<file path="config.mk">
export PLATFORM = sky130hd
export DESIGN_NAME = seven_segment_scanner
export DESIGN_NICKNAME = d
export VERILOG_FILES = /design/src/rtl/seven_segment_scanner.sv
export SDC_FILE = /design/constraint.sdc
export NUM_CORES = 1
export LEC_CHECK = 0
export CAP_MARGIN = 20
export CORE_UTILIZATION = 42
export CTS_BUF_LIST = sky130_fd_sc_hd__clkbuf_8
export DETAILED_ROUTE_END_ITERATION = 12
export GPL_ROUTABILITY_DRIVEN = 0
export SLEW_MARGIN = 25
export SYNTH_ARGS = -nofsm -noshare
export SYNTH_HDL_FRONTEND = slang
export SYNTH_SLANG_ARGS = --single-unit
</file>
<file path="constraint.sdc">
create_clock -name clk -period 7.8 [get_ports clk]
set_input_delay 1.56 -clock clk [delete_from_list [all_inputs] [get_ports clk]]
set_output_delay 1.56 -clock clk [all_outputs]
set_load 0.05 [all_outputs]
</file>
<file path="src/rtl/seven_segment_scanner.sv">
// Two-digit multiplexed 7-segment driver with dead-time between digits and frame-aligned value updates.
// Optional leading-zero suppression of the tens digit: define SEVEN_SEGMENT_SCANNER_LZS_EN.

module seven_segment (
  input  logic [4:0] number,
  output logic [6:0] tens_digit,
  output logic [6:0] ones_digit
);

  logic [3:0] tens_val;
  logic [3:0] ones_val;

  // Segment order is {g,f,e,d,c,b,a}, active high.
  function automatic logic [6:0] encode(input logic [3:0] d);
    case (d)
      4'd0:    encode = 7'h3F;
      4'd1:    encode = 7'h06;
      4'd2:    encode = 7'h5B;
      4'd3:    encode = 7'h4F;
      4'd4:    encode = 7'h66;
      4'd5:    encode = 7'h6D;
      4'd6:    encode = 7'h7D;
      4'd7:    encode = 7'h07;
      4'd8:    encode = 7'h7F;
      4'd9:    encode = 7'h6F;
      default: encode = 7'h00;
    endcase
  endfunction

  always_comb begin
    if (number >= 5'd30) begin
      tens_val = 4'd3;
      ones_val = 4'(number - 5'd30);
    end else if (number >= 5'd20) begin
      tens_val = 4'd2;
      ones_val = 4'(number - 5'd20);
    end else if (number >= 5'd10) begin
      tens_val = 4'd1;
      ones_val = 4'(number - 5'd10);
    end else begin
      tens_val = 4'd0;
      ones_val = 4'(number);
    end
  end

  assign tens_digit = encode(tens_val);
  assign ones_digit = encode(ones_val);

endmodule

module seven_segment_scanner #(
  parameter int REFRESH_DIV = 1000,
  parameter int DEAD_CYCLES = 16
) (
  input  logic       clk,
  input  logic       reset,
  input  logic [4:0] number,
  input  logic       load,
  input  logic       blank,
  output logic [6:0] seg,
  output logic [1:0] digit_en,
  output logic       frame_done
);

  localparam int CNT_MAX = (REFRESH_DIV > DEAD_CYCLES) ? REFRESH_DIV : DEAD_CYCLES;
  localparam int CW      = (CNT_MAX > 1) ? $clog2(CNT_MAX) : 1;
  localparam logic [CW-1:0] LIT_LAST = CW'(REFRESH_DIV - 1);
  localparam logic [CW-1:0] GAP_LAST = CW'(DEAD_CYCLES - 1);

  typedef enum logic [2:0] {IDLE, TENS, GAP_T, ONES, GAP_O} state_t;

  state_t        state;
  state_t        state_next;
  logic [CW-1:0] cnt;
  logic [4:0]    disp;
  logic [4:0]    shadow;
  logic          pending;
  logic          blank_q;
  logic          phase_last;
  logic          frame_edge;
  logic [6:0]    tens_seg;
  logic [6:0]    ones_seg;

  seven_segment u_decode (
    .number     (disp),
    .tens_digit (tens_seg),
    .ones_digit (ones_seg)
  );

  assign phase_last = ((state == TENS) || (state == ONES)) ? (cnt == LIT_LAST)
                                                           : (cnt == GAP_LAST);
  assign frame_edge = (state == GAP_O) && phase_last;

  always_ff @(posedge clk or posedge reset) begin
    if (reset) begin
      state <= IDLE;
      cnt   <= '0;
    end else begin
      state <= state_next;
      if (state_next != state) cnt <= '0;
      else if (state != IDLE)  cnt <= cnt + CW'(1);
    end
  end

  always_comb begin
    state_next = state;
    case (state)
      IDLE:    if (load)       state_next = TENS;
      TENS:    if (phase_last) state_next = GAP_T;
      GAP_T:   if (phase_last) state_next = ONES;
      ONES:    if (phase_last) state_next = GAP_O;
      GAP_O:   if (phase_last) state_next = TENS;
      default:                 state_next = IDLE;
    endcase
  end

  // New values only reach disp at a frame boundary; a load on that same edge wins over the shadow.
  always_ff @(posedge clk or posedge reset) begin
    if (reset) begin
      disp       <= '0;
      shadow     <= '0;
      pending    <= 1'b0;
      blank_q    <= 1'b0;
      frame_done <= 1'b0;
    end else begin
      blank_q    <= blank;
      frame_done <= frame_edge;
      if (state == IDLE) begin
        if (load) disp <= number;
      end else if (frame_edge) begin
        if (load)         disp <= number;
        else if (pending) disp <= shadow;
        pending <= 1'b0;
      end else if (load) begin
        shadow  <= number;
        pending <= 1'b1;
      end
    end
  end

  always_comb begin
    seg      = tens_seg;
    digit_en = 2'b00;
    case (state)
      TENS: begin
        seg = tens_seg;
`ifdef SEVEN_SEGMENT_SCANNER_LZS_EN
        digit_en = {~blank_q & (disp >= 5'd10), 1'b0};
`else
        digit_en = {~blank_q, 1'b0};
`endif
      end
      GAP_T:   seg = ones_seg;
      ONES: begin
        seg      = ones_seg;
        digit_en = {1'b0, ~blank_q};
      end
      default: seg = tens_seg;
    endcase
  end

endmodule
</file>
======== After elaboration in Yosys (flattened, before gate mapping) ========
Memories as Yosys holds them, arrays and structs flattened.
Index checks and enable logic that the tools add are counted.
storage, ports and cells
  register bits after elaboration ......... 26
  memory bits (read-only) ................. 224
  output and inout port bits .............. 10
  word-level logic and storage cells ...... 63
  memories ................................ 2
operators by class
  add/subtract/negate cells ............... 4
  $lt $le $gt $ge ......................... 3
  equality and inequality tests ........... 9
  muxes and demuxes ....................... 24
  bitwise logic cells ..................... 3
  reduce and logical (&&, ||, !) cells .... 11
memory list
  name              words  bits a word  read ports  clocked after memory_dff  write ports  RTL line  source
  (name not given)  16     7            1           0                         0            15        case (d)
  (name not given)  16     7            1           0                         0            15
operator list
  cell                     count
  $mux W5                  5
  $mux W10                 2
  $mux W4                  5
  $mux W3                  5
  $pmux W3 S5              1
  $add A10 B1 Y10 const B  1
  $eq A10 B10 Y1 const B   1
  $eq A10 B4 Y1 const B    1
  $ge A5 B5 Y1 const B     2
  $sub A4 B4 Y4 const B    2
  $mux W7                  1
  $eq A3 B2 Y1 const B     2
  $reduce_and A3 Y1        2
  $reduce_bool A2 Y1       3
  $ge A5 B4 Y1 const B     1
  $mux W1                  4
  $pmux W2 S2              1
  $sub A4 B3 Y4 const B    1
  $eq A3 B1 Y1 const B     1
  $eq A3 B3 Y1 const B     1
  $logic_not A3 Y1         1
  $ne A3 B3 Y1             1
  $ne A3 B3 Y1 const B     1
  $not A1 Y1               3
  6 further kinds          6

======== Logic depth before layout (Yosys ltp) ========
Gate-level depths: netlist of run 1.
  word-level depth ........................ 7
  mapped depth ............................ 11
  depth with buffers taken out ............ 11

======== Hierarchy ========
A second synthesis of run 1 with hierarchy kept.
second synthesis, totals
  cell total of the unflattened synthesis .. 185
  area total of the unflattened synthesis .. 1,940.6 µm²
by module, submodules not included
  module                 instances  cells an instance  area each (µm²)
  seven_segment_scanner  1          123                1,390.1
  seven_segment          1          62                 550.5

======== Worst setup path before layout of run 1 ========
No wires, ideal clock.
  path type ............................... register to output
  from .................................... register disp[1]
  to ...................................... output port seg[0]
  arrival ................................. 3,050 ps
  data required time ...................... 6,240 ps
  path slack .............................. 3,190 ps
  stages on the path, launching flop included .. 12
  buffers on the path ..................... 0
  cell sequence ........................... dfrtp_1 > inv_1 > ha_1 > nor2b_1 > o31ai_1 > nor2_1 > o21ai_0 > inv_1 > ha_1 > nor3_1 > o21ai_0 > a21oi_1
on the way
  cells in the longest elaborated chain, start to end .. 6
RTL lines
  what                                                  RTL line  source
  start: declaration                                    75        logic [4:0] disp;
  start signal: assignment                              129       if (load) disp <= number;
  start signal: assignment                              131       if (load) disp <= number;
  start signal: assignment                              132       else if (pending) disp <= shadow;
  $sub A4 B4 Y4 / $ge A5 B4 Y1 (equally long branches)  39, 37
  $mux W4 / $mux W1 (equally long branches)             37        end else if (number >= 5'd10) begin
  $mux W4                                               34        end else if (number >= 5'd20) begin
  $mux W4                                               31        if (number >= 5'd30) begin
  $mem_v2 Z16 W7                                        --
  $mux W7 *                                             144       case (state)
  end: declaration                                      60        output logic [6:0] seg,
Every way passes the cells marked *; elsewhere a longest branch is shown, timed or not.

======== Worst setup path after layout of run 1 ========
  from .................................... register disp[1]
  to ...................................... output port seg[3]
Same word-level chain as after synthesis.

==> results of run 1 <==
==> per-layer routing <==
| metal | vias up | global-route usage, % |
|---|---|---|
| met1 | 671 | 23.79 |
| met4 | 0 | 5.851 |
| met5 | - | 0 |
| met3 | 2 | 3.378 |
| li1 | 729 | - |
| met2 | 45 | 28.50 |
==> per-stage QoR <==
step | cell area (µm²) | util [%]
3_5_place_dp | 1987 | 48.97
6_report | 2042 | 50.32
5_1_grt | 2042 | 50.32
2_1_floorplan | 1799 | -
4_1_cts | 2042 | 50.32
3_3_place_gp | 1987 | 48.97
==> power groups by stage <==
| stage | Combinational, mW | Clock [mW] | Sequential [mW] |
|---|---|---|---|
| 3_3_place_gp | 0.0688 | 0 | 0.147 |
| 3_5_place_dp | 0.0701 | 0 | 0.147 |
| 4_1_cts | 0.0705 | 0.0887 | 0.145 |
| 5_1_grt | 0.0785 | 0.0947 | 0.146 |
| 2_1_floorplan | 0.0523 | 0 | 0.145 |
| 6_report | 0.0705 | 0.0854 | 0.145 |
==> cell families (layout without fill, tap and decap cells) <==
logic type	Yosys count	in the layout	synth area share, %
flops	26	26	36.16
simple gates	68	68	18.57
fa+ha+maj	12	12	8.345
compound gates	50	50	19.82
mux	12	12	7.024
buf+inv	16	30	4.728
xor+xnor	11	11	5.355
==> path summary, 6_finish.rpt <==
kind	from	to	slack [ns]
worst max-delay path	disp[1]	seg[3]	2.26
worst min-delay path	shadow[0]	shadow[0]	0.51
worst max register to register	cnt[6]	disp[4]	5.01
worst min register to register	shadow[0]	shadow[0]	0.51
max in group asynchronous	reset	cnt[4]	5.70
min in group asynchronous	reset	cnt[3]	1.67
==> flip-flops by register name, indices dropped and copies added (netlist names) <==
register,count
disp,5
shadow,5
cnt,10
state,3
blank_q,1
pending,1
frame_done,1
==> layout make-up <==
cell class | count | area [µm²]
well taps | 50 | 62.56
flip-flops and latches | 26 | 650.6
repair buffers | 18 | 180.2
multi-input cells | 153 | 1064
inverters | 8 | 30.03
fillers | 384 | 2016
clock buffers | 4 | 55.05
==> cells in the final DEF (no fill, tap or decap), types with 3 or more instances in the layout <==
master           instances
a31oi_1                  4
and3_1                   3
nor2b_1                  5
nand2b_1                 3
nor2_1                  28
clkdlybuf4s50_1         18
o21ai_0                 10
inv_1                    7
dfrtp_1                 26
mux2i_1                  7
nand3_1                  5
a21oi_1                 13
xor2_1                   7
xnor2_1                  4
nor3b_1                  3
nor3_1                   5
clkbuf_8                 4
ha_1                    12
mux2_2                   5
nand2_1                  9
==> run_results.csv, run 1 <==
group,metric,value,unit
yosys,ys_warn_count,0,
timing,fin_tns_setup,0,ns
clock_tree,clockRootBuffer,"clkbuf_8",
global_route,grt_pass1_vias,1404,
setup_path,path_class,"register to primary output",
yosys,yosys-top-cells-area,"dfrtp_1, ha_1, nor2_1",
clock_tree,cts_buffer_depth,2,
finish,areaGrowthSynthToFinish,13.49,%
clock_tree,h-tree-depth,1,
clock_tree,cts_tree,"done",
routing,top_layer,"met4",
clock_tree,cts_buffers,3,
yosys,ys_ff_latch,26,
place,hpwlAfterDp,2.652,mm
timing,fin_hold_ws,0.5111,ns
timing,drv_slew,0,
setup_path,end_kind,"primary output",
routing,via_per_inst,5.587,
routing,vias,1447,
timing,clock.fmax,180.6,MHz
pwr,leakage,0.8840,nW
clock_tree,clkTransAtPathRegs,0.08,ns
finish,drive_gt1_share,6.699,%
pwr,seqPwrFrac,48.1,%
setup_path,start_kind,"register",
routing,wire_per_inst,13.40,µm
timing,fin_crit,5.539,ns
routing,met2_length,1.589,mm
run,max-cap-violations,0,
setup_path,critPathRequiredTime,6.24,ns
yosys,yosysTopAreaCell,"dfrtp_1",
clock_tree,clk_latency,0.27,ns
outcome,status,"completed",
yosys,synth_edf_count,0,
pwr,comb_power_share,23.5,%
pwr,p_total,0.3005,mW
timing,fin_crit_sh,71.01,%
pwr,switching_power,0.08817,mW
setup_path,worst-path-max-fanout,7,
pwr,irDropWorstVdd,0.08926,mV
finish,antenna_cells,0,
yosys,synthCells,195,
setup_path,cp_data_arrival_time,3.98,ns
pwr,p_int,0.2123,mW
global_route,grt_util_all_layers,17.74,%
global_route,grt_max_degree,27,
global_route,grt_pass1_wl,6.141,mm
timing,slew_headroom,39.15,%
routing,final_antenna_net_count,0,
setup_path,cp_num_buf_inv,3,
yosys,yosysMostFrequentCell,"nor2_1",
floorplanning,design.core.area,4058,µm²
clock_tree,clock_sinks,26,
floorplanning,core.rowCount,23,
clock_tree,cts_setup_buffers,0,
finish,nNetsFinal,231,
pwr,clockPowerShare,28.4,%
timing,finalSetupViolCount,0,
yosys,synth-async-reset-ratio,100.0,%
yosys,synth_ff_type,"dfrtp_1",
routing,drc,0,
finish,fin_cells,259,
setup_path,reg2regPathDepth,6,
timing,finalWorstSetupSlack,2.262,ns
clock_tree,post_cts_resize_count,0,
global_route,grt_overflow,0,
setup_path,path_cells,"inv_1 > ha_1 > nor2b_1 > o31ai_1 > nor2_1 > o21ai_0 > inv_1 > ha_1 > nor3_1 > o21ai_0 > a21oi_1 > clkdlybuf4s50_1",
pwr,swShare,29.34,%
setup_path,cpPeakStageDelay,0.81,ns
setup_path,path_delay_family,"compound AO/OA/AOI/OAI gates",
timing,fin_worst_skew,0.01202,ns
setup_path,crit_cells,12,
worst_hold_path,min_path_type,"register to register",
timing,hold_viol,0,
floorplanning,design.portCount,19,
yosys,synth_top_area_share,36.16,%
timing,rsz0062_at_grt,"false",
place,dp_slack,2.566,ns
place,dp.cells,255,
timing,worst_slew_pin_slew,0.9072,ns
routing,drt-pass1-iter-count,5,
yosys,synth_common_cells,"nor2_1, dfrtp_1, a21oi_1",
routing,drt_iter0_markers,63,
yosys,syn_nets,216,
yosys,postSynthAreaPerCell,9.227,µm²
routing,met1_length,1.714,mm
yosys,yosysUniqueCellTypes,49,
floorplanning,initial_core_util,44.34,%
routing,routed_wl,3.470,mm
floorplanning,die_area,4550,µm²
clock_tree,holdBufCountCts,0,
pwr,p_per_area,147.2,nW/µm²
setup_path,slowest_stage,"clkdlybuf4s50_1",
floorplanning,die_w,67.45,µm
floorplanning,die_h,67.45,µm
global_route,antenna_found_initial,0,
yosys,ys_seq_area_share,36.16,%
place,io_buffers,18,
worst_hold_path,min_path_cells,1,
yosys,syn-cell-area,1799,µm²
routing,wl_met3,151,µm
Note: power is estimated with default switching activity, not from simulation.
==> run 2, diff against run 1 <==
- clock period: 7.8 -> 5.2 ns (I/O delays scaled with it)
==> run 2 against run 1 <==
Against the previous run: sequential share of layout area unchanged; core utilization unchanged; worst setup slack worse by 1.9 ns; final cell count unchanged; die area unchanged; wire length up 0.46%; total power up 50%; clock-buffer cell count unchanged; sequential power up 50%; critical endpoint unchanged; largest cell class unchanged.
==> run_results.csv, run 2 (synthesis gave the netlist of run 1 again) <==
group,metric,value,unit
outcome,status,"completed",
setup_path,r2r_end,"disp[4]",
setup_path,cp_num_buf_inv,3,
clock_tree,cts_buffers,3,
timing,rsz0062_at_grt,"false",
floorplanning,initial_core_util,44.34,%
run,max-cap-violations,0,
timing,worst_slew_pin_slew,0.9072,ns
timing,slew_headroom,39.15,%
setup_path,reg2regPathDepth,6,
routing,drt_iter0_markers,63,
floorplanning,core.rowCount,23,
floorplanning,die_h,67.45,µm
clock_tree,cts_tree,"done",
floorplanning,die_area,4550,µm²
pwr,irDropWorstVdd,0.1339,mV
timing,finalSetupViolCount,0,
clock_tree,clock_sinks,26,
setup_path,path_delay_family,"buffers and inverters",
clock_tree,clkTransAtPathRegs,0.08,ns
clock_tree,cts_buffer_depth,2,
global_route,grt_util_all_layers,17.74,%
timing,fin_tns_setup,0,ns
place,hpwlAfterDp,2.652,mm
setup_path,path_class,"register to primary output",
finish,fin_cells,259,
routing,wire_per_inst,13.46,µm
setup_path,crit_cells,12,
finish,antenna_cells,0,
floorplanning,design.core.area,4058,µm²
finish,largest_reg_flops,10,
routing,final_antenna_net_count,0,
pwr,leakage,0.8842,nW
routing,vias,1442,
finish,top_regs,"cnt: 10 flops, disp: 5 flops, shadow: 5 flops",
setup_path,endpoint,"seg[3]",
finish,final_common_cell,"nor2_1",
setup_path,slowest_stage,"clkdlybuf4s50_1",
timing,fin_worst_skew,0.01220,ns
global_route,grt_max_degree,27,
global_route,grt_pass1_vias,1404,
global_route,grt_util_met2,28.50,%
setup_path,cp_data_arrival_time,3.78,ns
place,io_buffers,18,
finish,final_cell_mix,"nor2_1, dfrtp_1, clkdlybuf4s50_1",
floorplanning,die_w,67.45,µm
global_route,met1_usage,23.79,%
routing,drc,0,
floorplanning,design.portCount,19,
setup_path,critPathRequiredTime,4.16,ns
worst_hold_path,min_path_type,"register to register",
clock_tree,h-tree-depth,1,
global_route,grt_overflow,0,
place,dp.cells,255,
timing,fin_crit,4.825,ns
global_route,antenna_found_initial,0,
finish,nNetsFinal,231,
setup_path,crit_start,"disp[1]",
routing,drt-pass1-iter-count,5,
timing,fin_crit_sh,92.79,%
timing,hold_viol,0,
finish,areaGrowthSynthToFinish,13.49,%
clock_tree,clockRootBuffer,"clkbuf_8",
routing,routed_wl,3.486,mm
setup_path,start_kind,"register",
clock_tree,holdBufCountCts,0,
setup_path,path_cells,"inv_1 > ha_1 > nor2b_1 > o31ai_1 > nor2_1 > o21ai_1 > inv_1 > ha_1 > nor3_1 > o21ai_0 > a21oi_1 > clkdlybuf4s50_1",
setup_path,reg2reg_slack,2.41,ns
setup_path,timing.rr.start,"cnt[6]",
timing,drv_slew,0,
setup_path,cpPeakStageDelay,0.81,ns
finish,drive_gt1_share,6.699,%
global_route,busiest_layer,"met2",
finish,regMostFlops,"cnt",
global_route,grt_use_met3,3.378,%
setup_path,worst-path-max-fanout,7,
routing,via_per_inst,5.568,
setup_path,end_kind,"primary output",
clock_tree,clk_latency,0.27,ns
pwr,p_per_area,221.0,nW/µm²
timing,clock.fmax,207.3,MHz
global_route,grt_pass1_wl,6.141,mm
==> run 2: where the power goes <==
group	internal, mW	switching, mW	total (mW)
clock	0.0676	0.0606	0.128
sequential	0.209	0.00811	0.217
combinational	0.0422	0.0640	0.106
==> run 2: worst register-to-register path, delay by kind of cell, from the launching register on <==
family | cells | cell delay (ns)
flip-flops | 1 | 0.42
AO/OA/AOI/OAI | 3 | 1.18
AND/OR/NAND/NOR | 3 | 1.12
==> run 2: final cells by class <==
type	count	area, µm²
Sequential cell	26	650.6
Inverter	8	30.03
Fill cell	384	2016
Tap cell	50	62.56
Multi-Input combinational cell	153	1064
Clock buffer	4	55.05
Timing Repair Buffer	18	180.2
==> run 2: what timing repair did <==
item	CTS	global route
setup buffers	0	0
resized for setup	0	1
setup endpoints to repair	0	2
==> run 2: per-layer routing <==
| metal | wire [µm] | part of all wire (%) |
|---|---|---|
| met5 | 0 | 0 |
| met1 | 1734 | 50 |
| met4 | 14 | 0.40 |
| met3 | 147 | 4.2 |
| met2 | 1589 | 46 |
==> run 2: worst min-delay path by stage <==
stage	startpoint	to	slack [ns]	cells after the start
detailed placement	shadow[0]	shadow[0]	0.50	1
global route	shadow[4]	shadow[4]	0.54	1
CTS	shadow[0]	shadow[0]	0.51	1
global placement	shadow[0]	shadow[0]	0.49	1
finish	shadow[0]	shadow[0]	0.51	1
floorplan	shadow[0]	shadow[0]	0.48	1
==> run 2: stage by stage <==
step	utilization, %	hold WS, ns	total power [mW]	area (µm²)	worst slack [ns]
detailed placement	48.97	0.4954	0.3262	1987	0.4858
CTS	50.32	0.5144	0.4558	2042	0.1858
global route	50.32	0.5397	0.4782	2042	0.02646
finish	50.32	0.5111	0.4512	2042	0.3751
floorplan	-	0.4792	0.2955	1799	1.110
global placement	48.97	0.4881	0.3236	1987	0.7428
==> run 3, diff against run 2 <==
- CTS_BUF_LIST: sky130_fd_sc_hd__clkbuf_8 -> unset
- clock period: 5.2 -> 4.55 ns (I/O delays scaled with it)
==> run 3 against run 2 <==
Against the previous run: die area did not move; non-clock buffer count is 1 higher; core utilization rose by 0.65 points; sequential share of layout area decreased by 0.40 points; total power is 25% higher; critical path depth is the same; final area rose by 1.3%; register-to-register slack worse by 0.62 ns; sequential power up 14%; first-iteration DRC count rose by 33%; clock skew shrank 0.0087 ns; wire length grew 6.6%; critical path type unchanged; largest power group unchanged.
==> run_results.csv, run 3 (synthesis gave the netlist of run 1 again) <==
group,metric,value,unit
routing,final_antenna_net_count,0,
finish,drive_gt1_share,8.095,%
timing,fin_crit_sh,94.43,%
setup_path,worst-path-max-fanout,9,
timing,finalSetupViolCount,0,
global_route,grt_overflow,0,
global_route,grt_util_all_layers,18.67,%
clock_tree,cts_setup_buffers,0,
clock_tree,clk_latency,0.27,ns
clock_tree,cts_tree,"done",
outcome,status,"completed",
finish,regMostFlops,"cnt",
routing,drt_iter0_markers,84,
timing,fin_tns_setup,0,ns
finish,largest_reg_flops,10,
global_route,antenna_found_initial,0,
timing,fin_crit,4.296,ns
pwr,comb_power_share,21.8,%
pwr,leakage,0.9218,nW
pwr,switching_power,0.1579,mW
run,max-cap-violations,0,
clock_tree,clkTransAtPathRegs,0.09,ns
global_route,grt_pass1_vias,1411,
finish,areaGrowthSynthToFinish,14.95,%
finish,fin_util,50.97,%
pwr,seqPwrFrac,44.1,%
floorplanning,die_area,4550,µm²
clock_tree,clock_sinks,26,
place,hpwlAfterDp,2.799,mm
routing,wire_per_inst,14.29,µm
routing,drc,0,
timing,fin_hold_ws,0.5132,ns
worst_hold_path,min_path_type,"register to register",
routing,via_per_inst,5.658,
clock_tree,cts_buffer_depth,2,
timing,slew_headroom,38.52,%
setup_path,cp_data_arrival_time,3.39,ns
place,io_buffers,18,
routing,drt-pass1-iter-count,4,
finish,antenna_cells,0,
timing,fin_worst_skew,0.003470,ns
finish,final_common_cell,"nor2_1",
floorplanning,initial_core_util,44.34,%
clock_tree,cts_buffers,3,
timing,rsz0062_at_grt,"false",
floorplanning,design.portCount,19,
routing,routed_wl,3.716,mm
pwr,irDropWorstVdd,0.2064,mV
timing,drv_slew,0,
timing,hold_viol,0,
place,dp.cells,256,
clock_tree,clockRootBuffer,"clkbuf_8",
setup_path,start_kind,"register",
finish,final_cell_mix,"nor2_1, dfrtp_1, a21oi_1, clkdlybuf4s50_1, ha_1",
floorplanning,die_w,67.45,µm
routing,vias,1471,
setup_path,end_kind,"primary output",
finish,fin_cells,260,
global_route,grt_max_degree,27,
setup_path,path_class,"register to primary output",
finish,nNetsFinal,232,
pwr,swShare,28.07,%
setup_path,critPathRequiredTime,3.64,ns
pwr,clockPowerShare,34.1,%
global_route,grt_pass1_wl,6.389,mm
pwr,p_per_area,272.1,nW/µm²
floorplanning,core.rowCount,23,
timing,worst_slew_pin_slew,0.9166,ns
floorplanning,design.core.area,4058,µm²
pwr,p_int,0.4048,mW
finish,top_regs,"cnt: 10 flops, disp: 5 flops, shadow: 5 flops",
timing,clock.fmax,232.7,MHz
clock_tree,h-tree-depth,1,
floorplanning,die_h,67.45,µm
-- run 3: changes by cell type in the layout (fill, tap and decap cells not counted), sizes merged --
cell and delta:
buf +3, bufinv +1, clkbuf -1, clkdlybuf4s50 -5
dlymetal6s2s +3
-- run 3: final cells by class --
type / instances / area [µm²]
tap: 50 / 62.56
fill: 383 / 1989
inverter: 8 / 30.03
clock buffer: 3 / 41.29
sequential: 26 / 650.6
timing repair buffer: 19 / 190.2
multi-input combinational: 153 / 1064
clock inverter: 1 / 30.03
-- run 3: power by group through the flow --
stage               sequential (mW)  clock (mW)  combinational (mW)
detailed placement            0.253           0               0.121
CTS                           0.248       0.199               0.122
floorplan                     0.248           0              0.0897
finish                        0.248       0.192               0.122
global route                  0.250       0.207               0.135
global placement              0.252           0               0.119
-- run 3: worst paths after layout --
check,start,endpoint,slack (ns),cells past startpoint
worst max-delay path,disp[2],seg[5],0.25,12
worst min-delay path,shadow[2],shadow[2],0.51,1
worst max register to register,state[2],disp[0],1.79,6
worst min register to register,shadow[2],shadow[2],0.51,1
max in group asynchronous,reset,disp[4],3.10,2
min in group asynchronous,reset,shadow[2],1.02,2
-- run 3: metal layers --
metal,up-vias,global-route usage (%),wire [µm]
met5,-,0,0
met4,0,3.989,16
met3,2,3.547,130
met2,28,33.13,1849
met1,709,23.31,1720
li1,732,-,-
-- run 3: stage by stage --
step                      power [mW]  setup slack [ns]  cell area, µm²
after detailed placement      0.3738            0.3034            1989
after CTS                     0.5689            0.1808            2061
after floorplan               0.3378            0.5898            1799
after global placement        0.3713            0.4734            1989
after global routing          0.5922          0.008688            2068
final                         0.5627            0.2535            2068
-- run 3: repair_timing --
action                                  in CTS  in global routing
hold endpoints to repair                     0                  0
pin swaps                                    0                  0
endpoints found under the setup margin       1                  4
resized for setup                            1                  5
hold buffers                                 0                  0
-- run 3: critical path, stage by stage, from the launching register on --
cell and delay, ns:
dfrtp_1 0.51, inv_1 0.13, ha_1 0.24, nor2b_1 0.12
a311oi_1 0.06, buf_4 0.18, a22oi_1 0.24, o21ai_1 0.21
ha_1 0.27, nor2_1 0.13, a32oi_1 0.12, o21ai_0 0.10
clkdlybuf4s50_1 0.82
